===== src/rtl/regfile_pkg.sv =====
// Shared constants and enums for the register-file write arbiter.
package regfile_pkg;

   localparam int unsigned DATA_W   = 8;
   localparam int unsigned ADDR_W   = 3;
   localparam int unsigned NUM_REGS = 8;
   localparam logic [DATA_W-1:0] INIT_VALUE = 8'h00;

   typedef enum logic {ST_INIT, ST_ARB} state_e;

   typedef enum logic {RQ_ALU, RQ_MEM} req_e;

endpackage


===== src/rtl/rr_arb2.sv =====
// Two-way combinational grant between ALU and MEM requesters.
// REGFILE_WRITE_ARB_FIXED_PRIO_EN selects fixed MEM-over-ALU priority instead of round-robin.
module rr_arb2 (
   input  logic CLK,
   input  logic RESET,
   input  logic EN,
   input  logic ALU_REQ,
   input  logic MEM_REQ,
   output logic ALU_GNT,
   output logic MEM_GNT
);

   import regfile_pkg::*;

`ifdef REGFILE_WRITE_ARB_FIXED_PRIO_EN
   // Load returns cannot be stalled by the cache, so MEM always wins.
   logic unused_clk_rst;
   assign unused_clk_rst = CLK ^ RESET;

   always_comb begin
      MEM_GNT = EN & MEM_REQ;
      ALU_GNT = EN & ALU_REQ & ~MEM_REQ;
   end
`else
   req_e last_q;

   always_comb begin
      ALU_GNT = EN & ALU_REQ & (~MEM_REQ | (last_q == RQ_MEM));
      MEM_GNT = EN & MEM_REQ & (~ALU_REQ | (last_q == RQ_ALU));
   end

   // Reset to MEM so the ALU is favoured on the first contended cycle.
   always_ff @(posedge CLK or posedge RESET) begin
      if (RESET) begin
         last_q <= RQ_MEM;
      end else if (ALU_GNT) begin
         last_q <= RQ_ALU;
      end else if (MEM_GNT) begin
         last_q <= RQ_MEM;
      end
   end
`endif

endmodule


===== src/rtl/regfile_write_arbiter.sv =====
// Owns the register-file write port: clears every register after reset, then arbitrates ALU/MEM.
// Define REGFILE_WRITE_ARB_FIXED_PRIO_EN for fixed MEM-over-ALU priority.
module regfile_write_arbiter #(
   parameter int unsigned       DATA_W     = regfile_pkg::DATA_W,
   parameter int unsigned       ADDR_W     = regfile_pkg::ADDR_W,
   parameter int unsigned       NUM_REGS   = regfile_pkg::NUM_REGS,
   parameter logic [DATA_W-1:0] INIT_VALUE = regfile_pkg::INIT_VALUE
) (
   input  logic              CLK,
   input  logic              RESET,
   input  logic              ALU_REQ,
   input  logic [ADDR_W-1:0] ALU_ADDR,
   input  logic [DATA_W-1:0] ALU_DATA,
   output logic              ALU_GNT,
   input  logic              MEM_REQ,
   input  logic [ADDR_W-1:0] MEM_ADDR,
   input  logic [DATA_W-1:0] MEM_DATA,
   output logic              MEM_GNT,
   output logic              WRITE,
   output logic [ADDR_W-1:0] INADDRESS,
   output logic [DATA_W-1:0] IN,
   output logic              INIT_BUSY
);

   import regfile_pkg::*;

   localparam logic [ADDR_W:0] LAST_IDX = (ADDR_W + 1)'(NUM_REGS - 1);
   localparam logic [ADDR_W:0] CNT_ONE  = (ADDR_W + 1)'(1);

   state_e            state_q;
   logic [ADDR_W:0]   cnt_q;
   logic              write_q;
   logic              busy_q;
   logic [ADDR_W-1:0] inaddr_q;
   logic [DATA_W-1:0] in_q;
   logic              arb_en;

   // State is forced to INIT while RESET is high, so both grants are low then too.
   assign arb_en = (state_q == ST_ARB);

   rr_arb2 u_arb (
      .CLK     (CLK),
      .RESET   (RESET),
      .EN      (arb_en),
      .ALU_REQ (ALU_REQ),
      .MEM_REQ (MEM_REQ),
      .ALU_GNT (ALU_GNT),
      .MEM_GNT (MEM_GNT)
   );

   always_ff @(posedge CLK or posedge RESET) begin
      if (RESET) begin
         state_q  <= ST_INIT;
         cnt_q    <= '0;
         write_q  <= 1'b0;
         inaddr_q <= '0;
         in_q     <= '0;
         busy_q   <= 1'b1;
      end else begin
         // Lags the state by one edge so it drops with the last init write's WRITE.
         busy_q <= (state_q == ST_INIT);
         unique case (state_q)
            ST_INIT: begin
               write_q  <= 1'b1;
               inaddr_q <= cnt_q[ADDR_W-1:0];
               in_q     <= INIT_VALUE;
               cnt_q    <= cnt_q + CNT_ONE;
               if (cnt_q == LAST_IDX) begin
                  state_q <= ST_ARB;
               end
            end
            ST_ARB: begin
               write_q <= ALU_GNT | MEM_GNT;
               if (MEM_GNT) begin
                  inaddr_q <= MEM_ADDR;
                  in_q     <= MEM_DATA;
               end else if (ALU_GNT) begin
                  inaddr_q <= ALU_ADDR;
                  in_q     <= ALU_DATA;
               end
            end
         endcase
      end
   end

   assign WRITE     = write_q;
   assign INADDRESS = inaddr_q;
   assign IN        = in_q;
   assign INIT_BUSY = busy_q;

endmodule


===== config.mk =====
export PLATFORM = sky130hd
export DESIGN_NAME = regfile_write_arbiter
export DESIGN_NICKNAME = d
export VERILOG_FILES = /design/src/rtl/regfile_pkg.sv /design/src/rtl/rr_arb2.sv /design/src/rtl/regfile_write_arbiter.sv
export SDC_FILE = /design/constraint.sdc
export NUM_CORES = 1
export LEC_CHECK = 0
export BUFFER_PORTS_ARGS = -buffer_cell sky130_fd_sc_hd__buf_2
export CAP_MARGIN = 0
export CORE_MARGIN = 2
export CORE_UTILIZATION = 41
export CTS_CLUSTER_DIAMETER = 150
export DETAILED_ROUTE_END_ITERATION = 8
export MAX_ROUTING_LAYER = met4
export PLACE_DENSITY = 0.8
export SLEW_MARGIN = 15
export SYNTH_ARGS = -nofsm -noshare
export SYNTH_HDL_FRONTEND = slang
export SYNTH_SLANG_ARGS = --single-unit

===== constraint.sdc =====
create_clock -name CLK -period 1.7 [get_ports CLK]
set_clock_uncertainty 0.2 [all_clocks]
set_input_delay 0.425 -clock CLK [delete_from_list [all_inputs] [get_ports CLK]]
set_output_delay 0.425 -clock CLK [all_outputs]
set_load 0.05 [all_outputs]

==> results of run 1 <==
[per-stage QoR]
step / hold WS (ns) / total power (W)
6_report: 0.1488 / 0.001125
5_1_grt: 0.1753 / 0.001170
4_1_cts: 0.1520 / 0.001119
3_5_place_dp: 0.2573 / 0.0008691
3_3_place_gp: 0.2464 / 0.0008613
2_1_floorplan: 0.1747 / 0.0007574
[cells in the mapped netlist (all sizes together)]
cell and number:
a21oi 1, nand2b 1, xnor2 3, o2bb2ai 2
a211oi 9, clkinv 1, nand2 7, a221o 2
inv 2, and2 1, ha 1, nor2 10
o21ai 9, dfstp 2, nor3 8, or2 2
a31oi 1, nor2b 1, clkbuf 2, nand4 1
o41ai 1, and3b 1, buf 4, and3 1
mux2 1, dfrtp 17
[layout make-up]
type	count	area share
Clock buffer	4	0.01957
Inverter	3	0.01678
Multi-Input combinational cell	63	0.2992
Sequential cell	19	0.3560
Tap cell	28	0.02610
Timing Repair Buffer	60	0.2824
[state kept, by name, summed over array words and instances (netlist names)]
register and flops:
IN 8, cnt_q 4, INADDRESS 3, INIT_BUSY 1, WRITE 1, arb_en 1
u_arb.last_q 1
[kinds of logic after synthesis]
logic type,Yosys count,synth area share
compound gates,25,0.1873
xor+xnor,3,0.02893
fa+ha+maj,1,0.01377
buf+inv,9,0.05646
flops,19,0.5262
mux,1,0.01240
simple gates,33,0.1750
[power groups by stage]
| stage | Sequential [W] | Clock [W] | Combinational, W |
|---|---|---|---|
| global route | 0.000516 | 0.000249 | 0.000405 |
| detailed placement | 0.000520 | 0 | 0.000350 |
| floorplan | 0.000640 | 0 | 0.000118 |
| CTS | 0.000511 | 0.000231 | 0.000377 |
| global placement | 0.000519 | 0 | 0.000342 |
| finish | 0.000512 | 0.000232 | 0.000381 |
[critical path: stages (launching register included)]
cell and delay [ns]:
dfstp_2 0.56, nand2b_4 0.13, and3_4 0.20, buf_8 0.14
[how the worst min path moves through the flow]
stage,cells after the start,slack [ns],from,endpoint
3_5_place_dp,3,0.26,RESET,cnt_q[1]$_DFFE_PP0N_
3_3_place_gp,3,0.25,RESET,cnt_q[2]$_DFFE_PP0N_
2_1_floorplan,1,0.17,RESET,INADDRESS[0]$_DFFE_PP0P_
5_1_grt,2,0.18,ALU_ADDR[2],INADDRESS[2]$_DFFE_PP0P_
4_1_cts,2,0.15,ALU_ADDR[2],INADDRESS[2]$_DFFE_PP0P_
6_report,2,0.15,ALU_ADDR[2],INADDRESS[2]$_DFFE_PP0P_
[what timing repair did]
action | in CTS | in global routing
setup buffers | 3 | 4
endpoints found under the setup margin | 3 | 5
hold buffers | 1 | 0
pin swaps | 2 | 1
endpoints found under the hold margin | 17 | 0
resized for setup | 9 | 2
[per-layer routing]
metal | wire (µm) | GRT usage | vias to the layer above
li1 | - | - | 443
met2 | 1330 | 0.3961 | 37
met1 | 1020 | 0.2331 | 459
met4 | 31 | 0.07207 | 0
met5 | 0 | - | -
met3 | 140 | 0.01754 | 4
==> impl_metrics.env, run 1 <==
export IMPL_layout_commonest_cell="buf_2"
export IMPL_clockBufferDepth=2
export IMPL_slew_headroom=0.8184
export IMPL_violations="negative setup slack"
export IMPL_via_per_inst=5.328
export IMPL_clk_latency_ns=0.30
export IMPL_ant_nets=0
export IMPL_synth_seq_cells=19
export IMPL_fin_crit_sh=1.148
export IMPL_num_antenna_cells=0
export IMPL_dpl_instance_area_mm2=0.001212
export IMPL_cts_made_buffers=3
export IMPL_worst_ep_arrival_time_ns=1.33
export IMPL_multi_input_area_um2=401.6
export IMPL_cap_violations=0
export IMPL_tns_ns=-0.4919
export IMPL_fillers=179
export IMPL_syn_nets=118
export IMPL_syn2layout_area_growth_pct=47.80
export IMPL_rows=17
export IMPL_gr_total_overflow=0
export IMPL_most_common_layout_cells="37 x buf_2, 19 x buf_4, 17 x dfrtp_1"
export IMPL_tightestPinTransition_ns=0.2708
export IMPL_switching_power_w=0.0004031
export IMPL_rsz0062_at_grt="yes"
export IMPL_timing_rr_end="INADDRESS[1]$_DFFE_PP0P_"
export IMPL_wl_per_cell_um=14.25
export IMPL_drc=0
export IMPL_leakagePower_nw=0.6436
export IMPL_core_area_mm2=0.002148
export IMPL_grt_pass1_vias=921
export IMPL_start_kind="flip-flop"
export IMPL_crit_path_end="ALU_GNT"
export IMPL_fin_nets=177
export IMPL_cts_sinks=19
export IMPL_dr_total_vias=943
export IMPL_dieArea_mm2=0.002608
export IMPL_power_frac_seq=0.455
export IMPL_synth_largest_area_cell="dfrtp_1"
export IMPL_seq_area_um2=478.0
export IMPL_synth_seq_area_share=0.5262
export IMPL_path_clk_slew_ns=0.12
export IMPL_fp_dieH_um=51.07
export IMPL_crit_type="flip-flop to primary output"
export IMPL_die_w_um=51.07
export IMPL_antenna_found_initial=0
export IMPL_drive_above_1_share=0.4899
export IMPL_portBuffers=40
export IMPL_drtIter0Drc=19
export IMPL_cts_tree="yes"
export IMPL_drt_total_wl_um=2522
export IMPL_syn_area_per_cell_um2=9.982
export IMPL_grt_pass1_wl_um=4057
export IMPL_start_util=0.4228
export IMPL_postSynthCellCount=91
export IMPL_grtUsageTotal=0.2112
export IMPL_cp_startpoint="u_arb.last_q$_DFFE_PP1P_"
export IMPL_firstDrtPassIters=4
export IMPL_clockRootBuffer="clkbuf_4"
export IMPL_hold_viol=0
export IMPL_pwr_share_clk=0.206
export IMPL_drv_slew=0
export IMPL_design_area_mm2=0.001343
export IMPL_post_dp_hpwl_um=1740
export IMPL_swShare=0.3583
export IMPL_dp_slack_ns=-0.1457
export IMPL_setup_violations=2
export IMPL_placed_cells=165
export IMPL_netlist_area_leader_share=0.4683
export IMPL_synth_area_um2=908.4
export IMPL_globalplace_congestion=0.7488
export IMPL_peakVddDrop_uv=383.7
export IMPL_r2r_cells=6
export IMPL_critical_path_max_fanout=3
export IMPL_final_util=0.6249
export IMPL_r2r_start="arb_en$_DFF_PP0_"
export IMPL_crit_path_end_kind="primary output"
export IMPL_required_ns=1.07
export IMPL_ctsHtreeMaxLevel=1
export IMPL_fin_crit_ns=1.952
export IMPL_synth_top_cells_by_area="dfrtp_1 47%, a211oi_1 7.4%, dfstp_2 5.8%"
export IMPL_ys_types=29
export IMPL_fin_cells=177
export IMPL_hold_class="primary input to flip-flop"
export IMPL_powerDensity_mw_per_mm2=838.0
export IMPL_fmax_mhz=512.3
export IMPL_worst_slack_ns=-0.2521
export IMPL_yosys_warnings=0
export IMPL_r2r_slack_ns=0.01
export IMPL_io_pins=41
export IMPL_grt_max_degree=20
export IMPL_internal_power_w=0.0007219
export IMPL_outcome="finished, violations left"
export IMPL_comb_power_share=0.338
Power figures use the tool's default switching activity.
==> run 2, diff against run 1 <==
REMOVE_ABC_BUFFERS = 1   (was unset)
==> run 2 against run 1 <==
- cell count shrank 0.56%
- clock power shrank 2%
- global-route usage shrank 1.3 points
- critical path depth is the same
- critical path type unchanged
- largest power group unchanged
- sequential share of layout area grew 0.54 points
- cell area shrank 1.5%
- register-to-register slack gained 0.02 ns
- maximum frequency shrank 0.58%
- combinational power is essentially flat
- utilization shrank 0.93 points
- total power shrank 0.18%
- the run still ends with negative setup slack left
==> impl_metrics.env, run 2 (synthesis gave the netlist of run 1 again) <==
export IMPL_firstDrtPassIters=4
export IMPL_drt_met1_wl_um=970
export IMPL_r2r_slack_ns=0.03
export IMPL_start_kind="flip-flop"
export IMPL_clockBufferDepth=2
export IMPL_fin_crit_ns=1.964
export IMPL_dpl_instance_area_mm2=0.001201
export IMPL_rows=17
export IMPL_dp_slack_ns=-0.1314
export IMPL_path_clk_slew_ns=0.10
export IMPL_slew_headroom=0.8239
export IMPL_grtUsageTotal=0.1985
export IMPL_drv_slew=0
export IMPL_required_ns=1.07
export IMPL_peakVddDrop_uv=428.4
export IMPL_drtIter0Drc=20
export IMPL_clockRootBuffer="clkbuf_4"
export IMPL_post_dp_hpwl_um=1671
export IMPL_ctsHtreeMaxLevel=1
export IMPL_timing_rr_end="INADDRESS[1]$_DFFE_PP0P_"
export IMPL_dieArea_mm2=0.002608
export IMPL_setup_violations=2
export IMPL_violations="negative setup slack"
export IMPL_rsz0062_at_grt="yes"
export IMPL_drive_above_1_share=0.4797
export IMPL_drc=0
export IMPL_cts_made_buffers=3
export IMPL_antenna_found_initial=0
export IMPL_layout_commonest_cell="buf_2"
export IMPL_cap_violations=0
export IMPL_most_common_layout_cells="37 x buf_2, 19 x buf_4, 17 x dfrtp_1"
export IMPL_r2r_cells=5
export IMPL_r2r_start="u_arb.last_q$_DFFE_PP1P_"
export IMPL_clk_latency_ns=0.30
export IMPL_outcome="finished, violations left"
export IMPL_hold_class="primary input to flip-flop"
export IMPL_tightestPinTransition_ns=0.2626
export IMPL_cp_startpoint="u_arb.last_q$_DFFE_PP1P_"
export IMPL_largest_reg_flops=8
export IMPL_routed_wl_met3_um=184
export IMPL_drt_total_wl_um=2499
export IMPL_fmax_mhz=509.3
export IMPL_grt_pass1_vias=888
export IMPL_fin_nets=176
export IMPL_gr_total_overflow=0
export IMPL_wl_per_cell_um=14.20
export IMPL_top_layer="met4"
export IMPL_die_w_um=51.07
export IMPL_portBuffers=40
export IMPL_via_per_inst=5.284
export IMPL_worstHoldStart="ALU_ADDR[2]"
export IMPL_core_area_mm2=0.002148
export IMPL_fillers=179
export IMPL_hold_viol=0
export IMPL_fin_crit_sh=1.155
export IMPL_whs_ns=0.1595
export IMPL_leakagePower_nw=0.6426
export IMPL_crit_path_end="ALU_GNT"
export IMPL_worst_slack_ns=-0.2635
export IMPL_start_util=0.4228
export IMPL_num_antenna_cells=0
export IMPL_met2_length_um=1259
export IMPL_powerDensity_mw_per_mm2=849.1
export IMPL_ant_nets=0
export IMPL_placed_cells=166
export IMPL_syn2layout_area_growth_pct=45.59
export IMPL_crit_type="flip-flop to primary output"
export IMPL_globalplace_congestion=0.7852
export IMPL_design_area_mm2=0.001323
export IMPL_critical_path_max_fanout=3
export IMPL_cts_sinks=19
export IMPL_dr_total_vias=930
export IMPL_grt_pass1_wl_um=3767
export IMPL_grt_max_degree=20
export IMPL_io_pins=41
export IMPL_crit_path_end_kind="primary output"
export IMPL_fin_cells=176
export IMPL_cts_tree="yes"
export IMPL_fp_dieH_um=51.07
export IMPL_worst_ep_arrival_time_ns=1.34
-- run 2: layout make-up --
type	instances	area [µm²]	share of cell area
Multi-Input combinational cell	63	401.6	0.3037
Clock buffer	4	26.28	0.01987
Sequential cell	19	478.0	0.3614
Inverter	3	13.76	0.01041
Tap cell	28	35.03	0.02649
Timing Repair Buffer	59	367.9	0.2781
-- run 2: how the worst min path moves through the flow --
stage,end,slack (ns),depth (start not counted)
after global placement,INADDRESS[2]$_DFFE_PP0P_,0.25,3
after global routing,INADDRESS[2]$_DFFE_PP0P_,0.16,2
after floorplan,INADDRESS[0]$_DFFE_PP0P_,0.17,1
after detailed placement,IN[3]$_DFFE_PP0P_,0.26,3
after CTS,INADDRESS[2]$_DFFE_PP0P_,0.16,2
final,INADDRESS[2]$_DFFE_PP0P_,0.16,2
-- run 2: where the power goes --
part           switching [W]  total [W]  internal (W)
clock               0.000136   0.000227     0.0000914
sequential         0.0000213   0.000513      0.000492
combinational       0.000242   0.000383      0.000140
total               0.000399    0.00112      0.000724
-- run 2: timing repair --
action / 4_1_cts / 5_1_grt
pin swaps: 2 / 1
hold endpoints to repair: 17 / 0
resized for setup: 10 / 2
setup endpoints to repair: 3 / 2
setup buffers: 2 / 3
hold buffers: 1 / 0
-- run 2: metrics by stage --
step | TNS [ns] | util | total power [W]
after global placement | -0.1248 | 0.5591 | 0.0008480
final | -0.5265 | 0.6156 | 0.001123
after floorplan | -0.4572 | - | 0.0007367
after detailed placement | -0.1440 | 0.5591 | 0.0008558
after CTS | -0.4315 | 0.6005 | 0.001113
after global routing | -0.6285 | 0.6156 | 0.001174
-- run 2: worst max-delay path: stages (launching register included) --
cell and delay (ns):
dfstp_2 0.58, nand2b_4 0.13, and3_4 0.19, buf_8 0.14
-- run 2: per-layer routing --
layer / vias up / track usage
met1: 435 / 0.2279
li1: 436 / -
met4: 0 / 0.09459
met3: 10 / 0.03216
met2: 49 / 0.3377
met5: - / -
==> run 3, diff against run 2 <==
BUFFER_PORTS_ARGS = unset   (was -buffer_cell sky130_fd_sc_hd__buf_2)
CORE_UTILIZATION = 50   (was 41)
DONT_BUFFER_PORTS = 1   (was unset)
PLACE_DENSITY = 0.74   (was 0.8)
==> run 3 against run 2 <==
- the flow still finishes with violations (negative setup slack)
- count of clock-buffer cells in the layout fell by 1
- combinational power shrank 56%
- maximum frequency up 1.9%
- first-iteration DRC count fell by 10%
- cell area is 20% lower
- setup slack gained 0.037 ns
- via count decreased by 21%
- cell count shrank 29%
- sequential cell count unchanged
- die area fell by 17%
- total power shrank 9.3%
==> impl_metrics.env, run 3 (synthesis gave the netlist of run 1 again) <==
export IMPL_fin_nets=128
export IMPL_fin_cells=125
export IMPL_grtUsageTotal=0.2190
export IMPL_post_dp_hpwl_um=1443
export IMPL_cap_violations=0
export IMPL_slew_headroom=0.6750
export IMPL_worst_slack_ns=-0.2265
export IMPL_dp_slack_ns=0.07047
export IMPL_fin_crit_ns=1.926
export IMPL_clockBufferDepth=2
export IMPL_crit_type="flip-flop to primary output"
export IMPL_pwr_share_clk=0.220
export IMPL_worst_ep_arrival_time_ns=1.30
export IMPL_largest_reg_flops=8
export IMPL_drive_above_1_share=0.2100
export IMPL_start_util=0.5261
export IMPL_switching_power_w=0.0003662
export IMPL_fin_crit_sh=1.133
export IMPL_ctsHtreeMaxLevel=1
export IMPL_hold_class="primary input to flip-flop"
export IMPL_crit_path_end_kind="primary output"
export IMPL_r2r_slack_ns=0.12
export IMPL_clockRootBuffer="clkbuf_4"
export IMPL_hold_viol=0
export IMPL_cts_sinks=19
export IMPL_clk_latency_ns=0.29
export IMPL_crit_slowest_cell="dfstp_2"
export IMPL_grt_pass1_wl_um=3263
export IMPL_worstHoldStart="ALU_ADDR[1]"
export IMPL_grt_pass1_vias=769
export IMPL_power_frac_seq=0.615
export IMPL_antenna_found_initial=0
export IMPL_most_common_layout_cells="17 x dfrtp_1, 10 x nor2_1, 9 x o21ai_0, 9 x a211oi_1, 8 x nor3_1"
export IMPL_die_w_um=46.63
export IMPL_outcome="finished, violations left"
export IMPL_max_stage_delay_ns=0.57
export IMPL_core_area_mm2=0.001727
export IMPL_dieArea_mm2=0.002174
export IMPL_comb_power_share=0.165
export IMPL_cp_startpoint="u_arb.last_q$_DFFE_PP1P_"
export IMPL_ant_nets=0
export IMPL_dr_total_vias=737
export IMPL_drv_slew=0
export IMPL_grt_max_degree=18
export IMPL_gr_total_overflow=0
export IMPL_syn2layout_area_growth_pct=16.67
export IMPL_fmax_mhz=519.1
export IMPL_num_antenna_cells=0
export IMPL_drt_total_wl_um=1947
export IMPL_cts_tree="yes"
export IMPL_placed_cells=119
export IMPL_required_ns=1.07
export IMPL_wl_per_cell_um=15.58
export IMPL_tightestPinTransition_ns=0.4876
export IMPL_powerDensity_mw_per_mm2=961.5
export IMPL_io_pins=41
export IMPL_crit_chain="nand2b_4 > and3_4 > buf_12"
export IMPL_portBuffers=0
export IMPL_fp_dieH_um=46.63
export IMPL_start_kind="flip-flop"
export IMPL_peakVddDrop_uv=550.4
export IMPL_drtIter0Drc=18
export IMPL_violations="negative setup slack"
export IMPL_firstDrtPassIters=4
export IMPL_rows=15
export IMPL_globalplace_congestion=0.8188
export IMPL_path_clk_slew_ns=0.10
export IMPL_leakagePower_nw=0.4485
export IMPL_rsz0062_at_grt="yes"
export IMPL_internal_power_w=0.0006528
export IMPL_via_per_inst=5.896
export IMPL_drc=0
export IMPL_layout_commonest_cell="dfrtp_1"
export IMPL_setup_violations=2
export IMPL_power_w=0.001019
export IMPL_r2r_start="u_arb.last_q$_DFFE_PP1P_"
export IMPL_swShare=0.3594
export IMPL_cts_made_buffers=3
export IMPL_critical_path_max_fanout=4
-- run 3: path summary, 6_finish.rpt --
path                                                 end  depth (start not counted)
worst max-delay path                             ALU_GNT                          3
worst min-delay path            INADDRESS[1]$_DFFE_PP0P_                          1
worst max register to register  INADDRESS[2]$_DFFE_PP0P_                          4
worst min register to register      cnt_q[3]$_DFFE_PP0N_                          1
max in group asynchronous              IN[3]$_DFFE_PP0P_                          3
min in group asynchronous           cnt_q[3]$_DFFE_PP0N_                          2
-- run 3: area by class of cell --
class	count	area (µm²)
clock buffer	3	22.52
clock inverter	1	5.005
fill	155	666.9
inverter	3	18.77
multi-input combinational	63	391.6
sequential	19	478.0
tap	25	31.28
timing repair buffer	11	112.6
-- run 3: stage by stage --
| stage | utilization | hold WS, ns | TNS (ns) | cell area (µm²) |
|---|---|---|---|---|
| 2_1_floorplan | - | 0.1747 | -0.4572 | 868.3 |
| 3_3_place_gp | 0.5746 | 0.1220 | 0 | 992.2 |
| 3_5_place_dp | 0.5746 | 0.1237 | 0 | 992.2 |
| 4_1_cts | 0.6138 | 0.06110 | -0.3814 | 1060 |
| 5_1_grt | 0.6138 | 0.05515 | -0.4575 | 1060 |
| 6_report | 0.6138 | 0.06902 | -0.3743 | 1060 |
-- run 3: critical path: cells and delay by family (launching register included) --
| kind | cells | cell delay (ns) |
|---|---|---|
| buf+inv | 1 | 0.13 |
| flops | 1 | 0.57 |
| simple gates | 2 | 0.30 |
-- run 3: layer usage --
metal	GRT usage	wire length, µm
met5	-	0
met3	0.05490	172
met1	0.2635	814
met2	0.3528	940
met4	0.08333	19
-- run 3: power groups by stage --
stage               clock [W]  sequential (W)  combinational, W
finish               0.000224        0.000627          0.000168
global route         0.000248        0.000631          0.000187
CTS                  0.000232        0.000627          0.000170
detailed placement          0        0.000635          0.000157
global placement            0        0.000635          0.000153
floorplan                   0        0.000639         0.0000973
-- run 3: what timing repair did --
item,CTS,global route
cloned,0,0
endpoints found under the setup margin,2,2
pin swaps,1,0
gates resized for setup,5,0
hold buffers,2,0
setup buffers,0,0
hold endpoints to repair,9,0
